File: config.mk
export PLATFORM = sky130hd
export DESIGN_NAME = calc_sequencer
export DESIGN_NICKNAME = d
export VERILOG_FILES = /design/src/rtl/calc_pkg.sv /design/src/rtl/calc_addsub8.sv /design/src/rtl/calc_sequencer.sv
export SDC_FILE = /design/constraint.sdc
export NUM_CORES = 1
export LEC_CHECK = 0
export ABC_CLOCK_PERIOD_IN_PS = 7800
export CAP_MARGIN = 20
export CELL_PAD_IN_SITES_DETAIL_PLACEMENT = 1
export CELL_PAD_IN_SITES_GLOBAL_PLACEMENT = 2
export CORE_UTILIZATION = 44
export DETAILED_ROUTE_END_ITERATION = 16
export DONT_BUFFER_PORTS = 1
export PLACE_DENSITY_LB_ADDON = 0.1
export SYNTH_ARGS = -nofsm -noshare
export SYNTH_HDL_FRONTEND = slang
export SYNTH_HIERARCHICAL = 1
export SYNTH_SLANG_ARGS = --single-unit
File: constraint.sdc
create_clock -name clk -period 7.8 [get_ports clk]
set_input_delay 1.56 -clock clk [delete_from_list [all_inputs] [get_ports clk]]
set_output_delay 1.56 -clock clk [all_outputs]
set_load 0.005 [all_outputs]
File: src/rtl/calc_pkg.sv
// calc_pkg: shared types and constants for the add/sub calculator
package calc_pkg;
  localparam int DATA_W = 8;
  localparam logic OP_ADD = 1'b0;
  localparam logic OP_SUB = 1'b1;
  typedef enum logic [1:0] {
    WAIT_A = 2'd0,
    WAIT_B = 2'd1,
    EXEC   = 2'd2,
    SHOW   = 2'd3
  } phase_t;
endpackage

File: src/rtl/calc_addsub8.sv
// calc_addsub8: combinational ripple-carry adder/subtractor with status flags
module calc_addsub8
  import calc_pkg::*;
(
  input  logic [DATA_W-1:0] a,
  input  logic [DATA_W-1:0] b,
  input  logic              sub,
  output logic [DATA_W-1:0] s,
  output logic              cout,
  output logic              ovr,
  output logic              zero,
  output logic              neg
);
  logic [DATA_W:0]   c;
  logic [DATA_W-1:0] bx;
  assign bx = b ^ {DATA_W{sub}};
  // ripple the carry chain bit by bit; subtract is A + ~B + 1
  always_comb begin
    s = '0;
    c = '0;
    c[0] = (sub == OP_SUB);
    for (int i = 0; i < DATA_W; i++) begin
      s[i]   = a[i] ^ bx[i] ^ c[i];
      c[i+1] = (a[i] & bx[i]) | (c[i] & (a[i] ^ bx[i]));
    end
  end
  assign cout = c[DATA_W];
  assign ovr  = c[DATA_W] ^ c[DATA_W-1];
  assign zero = (s == '0);
  assign neg  = s[DATA_W-1];
endmodule

File: src/rtl/calc_sequencer.sv
// calc_sequencer: operand capture, add/sub execution and chaining controller
module calc_sequencer
  import calc_pkg::*;
#(
  parameter int SYNC_STAGES = 2
) (
  input  logic              clk,
  input  logic              rst_n,
  input  logic [DATA_W-1:0] din,
  input  logic              enter,
  input  logic              op,
  input  logic              clear,
  output logic [DATA_W-1:0] result,
  output logic              cout,
  output logic              ovr,
  output logic              zero,
  output logic              neg,
  output logic              valid,
  output logic [1:0]        phase,
  output logic [7:0]        op_count
);
  logic [SYNC_STAGES-1:0] sync;
  logic                   prev;
  logic                   enter_pulse;
  phase_t                 state;
  phase_t                 next;
  logic [DATA_W-1:0]      a_reg;
  logic [DATA_W-1:0]      b_reg;
  logic                   op_reg;
  logic [DATA_W-1:0]      core_s;
  logic                   core_cout;
  logic                   core_ovr;
  logic                   core_zero;
  logic                   core_neg;
  calc_addsub8 u_core (
    .a    (a_reg),
    .b    (b_reg),
    .sub  (op_reg),
    .s    (core_s),
    .cout (core_cout),
    .ovr  (core_ovr),
    .zero (core_zero),
    .neg  (core_neg)
  );
  // synchronize the async enter level and remember its last value for edge detect
  always_ff @(posedge clk or negedge rst_n) begin
    if (!rst_n) begin
      sync <= '0;
      prev <= 1'b0;
    end else begin
      sync <= {sync[SYNC_STAGES-2:0], enter};
      prev <= sync[SYNC_STAGES-1];
    end
  end
  assign enter_pulse = sync[SYNC_STAGES-1] & ~prev;
  // state register
  always_ff @(posedge clk or negedge rst_n) begin
    if (!rst_n) state <= WAIT_A;
    else        state <= next;
  end
  // next state: clear wins, EXEC always moves on to SHOW
  always_comb begin
    next = clear             ? WAIT_A :
           (state == WAIT_A) ? (enter_pulse ? WAIT_B : WAIT_A) :
           (state == WAIT_B) ? (enter_pulse ? EXEC : WAIT_B) :
           (state == EXEC)   ? SHOW :
                               (enter_pulse ? EXEC : SHOW);
  end
  // operand capture, result/flag registration and completed-op counting
  always_ff @(posedge clk or negedge rst_n) begin
    if (!rst_n) begin
      a_reg    <= '0;
      b_reg    <= '0;
      op_reg   <= OP_ADD;
      result   <= '0;
      cout     <= 1'b0;
      ovr      <= 1'b0;
      zero     <= 1'b0;
      neg      <= 1'b0;
      valid    <= 1'b0;
      op_count <= '0;
    end else if (clear) begin
      a_reg  <= '0;
      b_reg  <= '0;
      op_reg <= OP_ADD;
      result <= '0;
      cout   <= 1'b0;
      ovr    <= 1'b0;
      zero   <= 1'b0;
      neg    <= 1'b0;
      valid  <= 1'b0;
    end else begin
      if (state == WAIT_A && enter_pulse) a_reg <= din;
      if (state == WAIT_B && enter_pulse) begin
        b_reg  <= din;
        op_reg <= op;
      end
      if (state == EXEC) begin
        result   <= core_s;
        cout     <= core_cout;
        ovr      <= core_ovr;
        zero     <= core_zero;
        neg      <= core_neg;
        valid    <= 1'b1;
        op_count <= op_count + 8'd1;
      end
      if (state == SHOW && enter_pulse) begin
        a_reg  <= result;
        b_reg  <= din;
        op_reg <= op;
        valid  <= 1'b0;
      end
    end
  end
  assign phase = state;
endmodule

==> results of run 1 <==
[per-layer routing]
layer,track usage [%],up-vias,wire length [um]
li1,-,611,-
met1,27.3,702,2090
met2,38.5,38,2450
met3,5.84,10,236
met4,10.2,0,117
met5,0,-,0
[report_power, final]
part	switching, mW	internal, mW
logic	0.0254	0.0224
clock network	0.0740	0.0808
registers	0.0173	0.236
[how the worst min path moves through the flow]
stage | slack [ns] | depth (start not counted) | startpoint | to
floorplan | 0.33 | 0 | sync[0] | sync[1]
global placement | 0.33 | 0 | sync[0] | sync[1]
detailed placement | 0.35 | 0 | sync[0] | sync[1]
CTS | 0.36 | 0 | sync[0] | sync[1]
global route | 0.37 | 0 | sync[0] | sync[1]
finish | 0.37 | 0 | sync[0] | sync[1]
[critical path, cell delays in order (launching register included)]
cell,delay [ns]
dfrtp_1,0.60
xnor2_1,0.16
fa_1,0.43
fa_1,0.39
fa_1,0.36
inv_1,0.07
fa_1,0.15
inv_1,0.05
fa_1,0.37
fa_1,0.41
inv_1,0.09
fa_1,0.44
nand4bb_1,0.23
nor3_2,0.17
nand2_1,0.06
a21oi_1,0.15
[area by class of cell]
type,instances,share of cell area (%)
clock buffers,8,4.56
flip-flops and latches,43,49.0
inverters,14,2.39
well taps,52,2.96
multi-input cells,117,41.0
[logic make-up (layout without fill, tap and decap cells)]
family / Yosys count / in the layout / synth area share [%]
AO/OA/AOI/OAI: 43 / 43 / 16.0
AND/OR/NAND/NOR: 48 / 48 / 12.1
XOR/XNOR: 16 / 16 / 6.71
multiplexers: 2 / 2 / 1.02
adder cells (fa/ha/maj): 8 / 8 / 7.31
buffers and inverters: 23 / 22 / 5.39
flip-flops: 43 / 43 / 51.5
[placed cells by master (no fill, tap or decap)]
cell type / instances
nor2b_1: 2
a22o_1: 25
clkbuf_1: 1
a21oi_2: 1
mux2_2: 1
o21ai_0: 1
nor3_1: 3
nor3_2: 1
nand3b_1: 1
a21boi_0: 1
xnor2_1: 7
inv_1: 14
a21oi_1: 13
o21bai_1: 1
nand2b_1: 3
and2_1: 1
dfrtp_1: 43
xor2_1: 9
nand4bb_1: 2
a31oi_4: 1
clkbuf_8: 7
ha_1: 1
fa_1: 7
mux2i_1: 1
nor3b_2: 1
nand3_1: 2
nor2_1: 4
nor4_4: 1
nand2_1: 27
[through the flow]
| stage | utilization [%] | std cells |
|---|---|---|
| floorplan | - | 183 |
| global placement | 47.1 | 226 |
| detailed placement | 47.1 | 226 |
| CTS | 49.4 | 234 |
| global route | 49.4 | 234 |
| finish | 49.4 | 234 |
==> results.py, run 1 <==
metrics = {
    "yosys": {
        "syn_area_um2": 2090,
        "synth-seq-cells": 43,
        "synth_seq_area_share_pct": 51.5,
        "synthTopCellsByCount": "dfrtp_1 (43), nand2_1 (27), a22o_1 (25)",
        "postSynthAreaPerCell_um2": 11.4,
        "synth-warning-count": 6,
        "synth_top_cell_by_area": "dfrtp_1",
        "synth-edff-count": 0,
        "synth.net_count": 204,
        "synth_top_flop_cell": "dfrtp_1",
        "netlist-cell-type-count": 31,
        "ys_async_sr_fraction_pct": 100,
        "netlist_instances": 183,
        "synth.area.top_cells": "dfrtp_1 (51%), a22o_1 (10%), fa_1 (6.7%)",
        "synth.top_cell.area_share_pct": 51.5,
        "yosysMostFrequentCell": "dfrtp_1",
    },
    "global_route": {
        "grt_pass1_wl_mm": 8.45,
        "antenna_found_initial": 0,
        "grt_usage_pct": 22.7,
        "gr-total-overflow": 0,
        "grt_max_degree": 44,
        "grt_pass1_vias": 1608,
    },
    "floorplanning": {
        "io_pins": 36,
        "die-height_um": 70.9,
        "rows": 24,
        "initial_core_util_pct": 47.0,
        "die_x_um": 70.9,
        "core_area_um2": 4440,
        "die-area_um2": 5030,
    },
    "critical_path": {
        "critPathCapture": "zero",
        "worstPathMaxFanout": 9,
        "crit-reg2reg-launch": "op_reg",
        "cp-end-kind": "flip-flop",
        "worstSetupPathType": "reg2reg",
        "ff2ff_setup_slack_ns": 3.58,
        "startpoint": "op_reg",
        "reg2reg_depth": 15,
        "cp.required_ns": 8.02,
        "cp-start-kind": "flip-flop",
        "worstPathArrival_ns": 4.44,
        "reg2reg_to": "zero",
    },
    "cells_and_area": {
        "drive_gt1_share_pct": 7.14,
        "multi_input_area_um2": 901,
        "diodes": 0,
        "num-fill-cells": 502,
        "regArea_um2": 1080,
        "area_growth_pct": 5.03,
        "postLayoutCellArea_um2": 2190,
        "finalNetCount": 202,
    },
    "power": {
        "p_total_mw": 0.456,
        "p_per_area_nw_per_um2": 208,
        "irDropWorstVdd_uv": 120,
        "power_leakage_nw": 1.01,
    },
    "cts": {
        "post_cts_buffers": 0,
        "htree_levels": 2,
        "cts_hold_buf": 0,
        "cts_tree": "built",
        "cts-buffers-inserted": 5,
        "cts.clk_slew.worst_paths_ns": 0.08,
        "clock_sinks": 43,
        "clockBufferDepth": 2,
        "cts_resized": 0,
        "insertion_delay_ns": 0.29,
        "cts-root-buf": "clkbuf_8",
    },
    "sta": {
        "rsz0062_at_grt": "no",
        "finalWorstSetupSlack_ns": 3.58,
        "fin_setup_tns_ns": 0,
        "hold_violations": 0,
        "finalCritPeriodShare_pct": 54.1,
        "tightest_slew_ns": 0.942,
        "max_freq_mhz": 237,
        "skew_ns": 0.00484,
        "setup_viol": 0,
        "maxSlewViolCount": 0,
        "slew_headroom_pct": 37.2,
        "period_minus_slack_ns": 4.22,
        "holdWs_ns": 0.366,
    },
    "drt": {
        "drtIter0Drc": 95,
        "drtAntennaViolNets": 0,
        "first_pass_iters": 6,
        "vias_per_cell": 5.82,
        "vias": 1361,
        "wl_mm": 4.90,
        "drc": 0,
        "wl_per_cell_um": 20.9,
    },
    "placed_design": {
        "dp_hpwl_mm": 3.38,
        "place_ws_ns": 3.56,
        "postPlaceCellArea_um2": 2090,
        "port_buffers": 0,
        "routabilityCongestion": 0.874,
    },
    "hold_path": {
        "hp-class": "reg2reg",
    },
    "run": {
        "cap_violations": 0,
    },
    "run_status": {
        "run_status": "finished clean",
    },
}
(Power assumes the default switching activity.)
==> run 2: changes to the inputs <==
ABC_CLOCK_PERIOD_IN_PS = 3500   (was 7800)
CORE_UTILIZATION = 37   (was 44)
clock period = 3.5 ns   (was 7.8 ns; I/O delays follow)
==> results.py, run 2 (same netlist as run 1, synthesis figures left out) <==
metrics = {
    "cells_and_area": {
        "area_growth_pct": 10.1,
        "layout_commonest_cell": "dfrtp_1",
        "postLayoutCellArea_um2": 2300,
        "drive_gt1_share_pct": 15.8,
        "final_cell_mix": "dfrtp_1 (43), nand2_1 (27), a22o_1 (25)",
        "diodes": 0,
        "finalNetCount": 210,
        "fin_cells": 260,
    },
    "drt": {
        "vias": 1396,
        "drtAntennaViolNets": 0,
        "wl_mm": 5.07,
        "wl_per_cell_um": 19.5,
        "first_pass_iters": 4,
        "drtIter0Drc": 50,
        "vias_per_cell": 5.37,
        "drc": 0,
    },
    "power": {
        "p_int_mw": 0.762,
        "power_leakage_nw": 1.05,
        "p_sw_mw": 0.263,
        "combPwrFrac_pct": 11.3,
        "p_per_area_nw_per_um2": 445,
        "p_clk_share_pct": 33.9,
        "swShare_pct": 25.7,
        "power.share.sequential_pct": 54.9,
        "irDropWorstVdd_uv": 182,
    },
    "placed_design": {
        "place_ws_ns": -0.326,
        "dp_hpwl_mm": 3.46,
        "routabilityCongestion": 0.745,
        "postPlaceCellArea_um2": 2180,
        "dp_cells": 250,
        "port_buffers": 0,
    },
    "global_route": {
        "grt_usage_pct": 19.3,
        "grt_max_degree": 44,
        "grt_pass1_vias": 1585,
        "grt_pass1_wl_mm": 8.55,
        "antenna_found_initial": 0,
        "gr-total-overflow": 0,
    },
    "critical_path": {
        "ff2ff_setup_slack_ns": -0.22,
        "cp-end-kind": "flip-flop",
        "cp-start-kind": "flip-flop",
        "worstPathMaxFanout": 3,
        "worstPathArrival_ns": 3.95,
        "worstSetupPathType": "reg2reg",
        "cp.required_ns": 3.73,
    },
    "sta": {
        "period_minus_slack_ns": 3.72,
        "setup_viol": 3,
        "finalCritPeriodShare_pct": 106,
        "maxSlewViolCount": 0,
        "tightest_slew_ns": 0.911,
        "rsz0062_at_grt": "yes",
        "skew_ns": 0.00412,
        "fin_setup_tns_ns": -0.374,
        "slew_headroom_pct": 39.3,
        "finalWorstSetupSlack_ns": -0.223,
        "max_freq_mhz": 269,
        "hold_violations": 0,
    },
    "floorplanning": {
        "die_x_um": 77.2,
        "core_area_um2": 5270,
        "rows": 26,
        "die-height_um": 77.2,
        "io_pins": 36,
        "initial_core_util_pct": 39.6,
        "die-area_um2": 5950,
    },
    "cts": {
        "clockBufferDepth": 2,
        "clock_sinks": 43,
        "cts.clk_slew.worst_paths_ns": 0.08,
        "cts_tree": "built",
        "insertion_delay_ns": 0.29,
        "cts-root-buf": "clkbuf_8",
        "cts-buffers-inserted": 5,
        "htree_levels": 2,
    },
    "hold_path": {
        "hp-class": "in2async",
    },
    "run_status": {
        "run_status": "finished, violations left",
        "violations": "setup timing",
    },
    "run": {
        "cap_violations": 0,
    },
}
run 2: final timing paths:
kind | startpoint | end | cells past startpoint
max in group asynchronous | rst_n | prev | 0
worst max register to register | op_reg | zero | 15
worst min register to register | sync[0] | sync[1] | 0
min in group clk | sync[0] | sync[1] | 0
worst max-delay path | op_reg | zero | 15
worst min-delay path | rst_n | a_reg[1] | 0
run 2: repair_timing:
action                                  CTS  global route
gates resized for setup                   1             1
pin swaps                                 4             1
hold buffers                              0             0
setup buffers                             1             1
endpoints found under the setup margin    3             3
run 2: power groups by stage:
| stage | Sequential (mW) | Clock (mW) | Combinational, mW |
|---|---|---|---|
| 5_1_grt | 0.569 | 0.382 | 0.129 |
| 3_3_place_gp | 0.573 | 0 | 0.110 |
| 2_1_floorplan | 0.563 | 0 | 0.0947 |
| 4_1_cts | 0.564 | 0.358 | 0.115 |
| 6_report | 0.562 | 0.347 | 0.115 |
| 3_5_place_dp | 0.574 | 0 | 0.113 |
run 2: per-stage QoR:
stage               total power [mW]  util [%]  hold WS [ns]
floorplan                      0.657         -         0.331
global placement               0.683      41.4         0.341
detailed placement             0.687      41.4         0.346
CTS                             1.04      43.4        0.0807
global route                    1.08      43.7        0.0660
finish                          1.02      43.7        0.0908
run 2: layout make-up:
class	instances	area (um^2)
fillers	586	2970
flip-flops and latches	43	1080
multi-input cells	117	925
clock buffers	8	100
well taps	70	87.6
repair buffers	8	60.1
inverters	14	52.6
run 2: metal layers:
layer | wire (um) | part of all wire [%] | vias to the layer above | global-route usage [%]
met3 | 303 | 6.0 | 14 | 6.31
met4 | 159 | 3.1 | 0 | 10.0
li1 | - | - | 632 | -
met5 | 0 | 0 | - | 0
met1 | 2070 | 41 | 711 | 23.7
met2 | 2540 | 50 | 39 | 30.1
run 2: worst max-delay path, cell delays in order, from the launching register on:
cell and delay, ns:
dfrtp_1 0.43, xnor2_2 0.17, fa_2 0.37, fa_2 0.34, fa_2 0.34, inv_2 0.06
fa_1 0.15, inv_1 0.05, fa_2 0.35, fa_2 0.36, inv_2 0.07, fa_1 0.40
nand4bb_1 0.21, nor3_2 0.13, nand2_1 0.08, a21oi_2 0.16
==> run 3: changes to the inputs <==
ABC_CLOCK_PERIOD_IN_PS = 4200   (was 3500)
CORE_ASPECT_RATIO = 0.75   (was default)
CORE_UTILIZATION = 41   (was 37)
RECOVER_POWER = 25   (was default)
clock period = 4.2 ns   (was 3.5 ns; I/O delays follow)
==> results.py, run 3 (same netlist as run 1, synthesis figures left out) <==
metrics = {
    "placed_design": {
        "routabilityCongestion": 0.819,
        "dp_cells": 235,
        "dp_hpwl_mm": 3.53,
        "port_buffers": 0,
        "place_ws_ns": 0.0388,
    },
    "power": {
        "p_per_area_nw_per_um2": 419,
        "power_leakage_nw": 1.03,
        "p_total_mw": 0.949,
        "irDropWorstVdd_uv": 173,
    },
    "critical_path": {
        "reg2reg_to": "zero",
        "cp-start-kind": "flip-flop",
        "cp-end-kind": "flip-flop",
        "worstPathArrival_ns": 4.23,
        "worstSetupPathType": "reg2reg",
        "ff2ff_setup_slack_ns": 0.21,
        "crit-reg2reg-launch": "op_reg",
        "worstPathMaxFanout": 4,
        "reg2reg_depth": 15,
        "cp.required_ns": 4.44,
    },
    "drt": {
        "drc": 6,
        "drtAntennaViolNets": 0,
        "wl_per_cell_um": 20.8,
        "vias_per_cell": 5.67,
        "wl_mm": 5.07,
        "first_pass_iters": 10,
        "drtIter0Drc": 77,
        "vias": 1384,
    },
    "sta": {
        "skew_ns": 0.00608,
        "finalCritPeriodShare_pct": 95.0,
        "fin_setup_tns_ns": 0,
        "tightest_slew_ns": 0.969,
        "slew_headroom_pct": 35.4,
        "setup_viol": 0,
        "finalWorstSetupSlack_ns": 0.211,
        "period_minus_slack_ns": 3.99,
        "rsz0062_at_grt": "no",
        "hold_violations": 0,
        "max_freq_mhz": 251,
        "maxSlewViolCount": 0,
    },
    "floorplanning": {
        "rows": 22,
        "core_area_um2": 4900,
        "io_pins": 36,
        "initial_core_util_pct": 42.6,
        "die-area_um2": 5390,
        "die_x_um": 84.4,
        "die-height_um": 63.8,
    },
    "global_route": {
        "grt_pass1_wl_mm": 8.50,
        "grt_usage_pct": 21.5,
        "grt_pass1_vias": 1521,
        "antenna_found_initial": 0,
        "gr-total-overflow": 0,
        "grt_max_degree": 44,
    },
    "hold_path": {
        "hp-class": "in2async",
    },
    "cts": {
        "htree_levels": 2,
        "clockBufferDepth": 2,
        "cts_hold_buf": 0,
        "cts_tree": "built",
        "cts.clk_slew.worst_paths_ns": 0.09,
        "insertion_delay_ns": 0.30,
        "cts-buffers-inserted": 5,
        "clock_sinks": 43,
        "cts-root-buf": "clkbuf_8",
    },
    "cells_and_area": {
        "area_growth_pct": 8.44,
        "drive_gt1_share_pct": 10.9,
        "num-fill-cells": 528,
        "diodes": 0,
        "finalNetCount": 204,
        "final_cell_mix": "dfrtp_1 (42), nand2_1 (27), a22o_1 (25)",
        "fin_cells": 244,
        "layout_commonest_cell": "dfrtp_1",
    },
    "run_status": {
        "violations": "DRC",
        "run_status": "finished, violations left",
    },
    "run": {
        "cap_violations": 0,
    },
}
==> run 3: worst max-delay path, cell delays in order (launching register included) <==
cell       delay, ns
dfrtp_2         0.44
xnor2_1         0.15
fa_1            0.42
fa_2            0.36
fa_1            0.37
inv_1           0.08
fa_1            0.17
inv_1           0.05
fa_1            0.38
fa_2            0.36
inv_1           0.07
fa_1            0.46
nand4bb_1       0.23
nor3_2          0.16
nand2_1         0.08
a21oi_2         0.14
==> run 3: layout make-up <==
class	count	area, um^2	share of cell area, %
Clock inverter	3	67.6	2.98
Multi-Input combinational cell	117	910	40.1
Sequential cell	43	1080	47.5
Inverter	14	52.6	2.32
Clock buffer	5	68.8	3.04
Timing Repair Buffer	2	15.0	0.663
Tap cell	60	75.1	3.31
==> run 3: worst max path at each step <==
| stage | start | to | slack, ns | depth (start not counted) |
|---|---|---|---|---|
| CTS | op_reg | zero | 0.03 | 15 |
| floorplan | op_reg | zero | 0.28 | 16 |
| global placement | op_reg | zero | 0.24 | 15 |
| global route | op_reg | zero | 0.04 | 15 |
| finish | op_reg | zero | 0.21 | 15 |
| detailed placement | op_reg | zero | 0.04 | 15 |
==> run 3: layer usage <==
metal | GRT usage, % | vias to the layer above | part of all wire (%)
met5 | 0 | - | 0
met4 | 7.63 | 0 | 1.5
met3 | 6.46 | 7 | 5.8
met2 | 32.3 | 30 | 44
met1 | 29.9 | 724 | 49
li1 | - | 623 | -
==> run 3: through the flow <==
step	utilization, %	area [um^2]	hold WS [ns]
finish	46.2	2270	0.218
floorplan	-	2090	0.331
global placement	43.1	2110	0.339
global route	46.2	2270	0.200
CTS	45.9	2250	0.207
detailed placement	43.1	2110	0.342
==> run 3: where the power goes <==
| group | internal [mW] | leakage, nW | total, mW | switching (mW) |
|---|---|---|---|---|
| clock network | 0.237 | 0.0644 | 0.387 | 0.150 |
| logic | 0.0427 | 0.386 | 0.0912 | 0.0486 |
| registers | 0.439 | 0.581 | 0.471 | 0.0320 |
| total | 0.718 | 1.03 | 0.949 | 0.231 |
==> run 3: what timing repair did <==
action | in CTS | in global routing
buffers inserted | 0 | 1
gates resized for setup | 0 | 4
setup endpoints to repair | 0 | 1
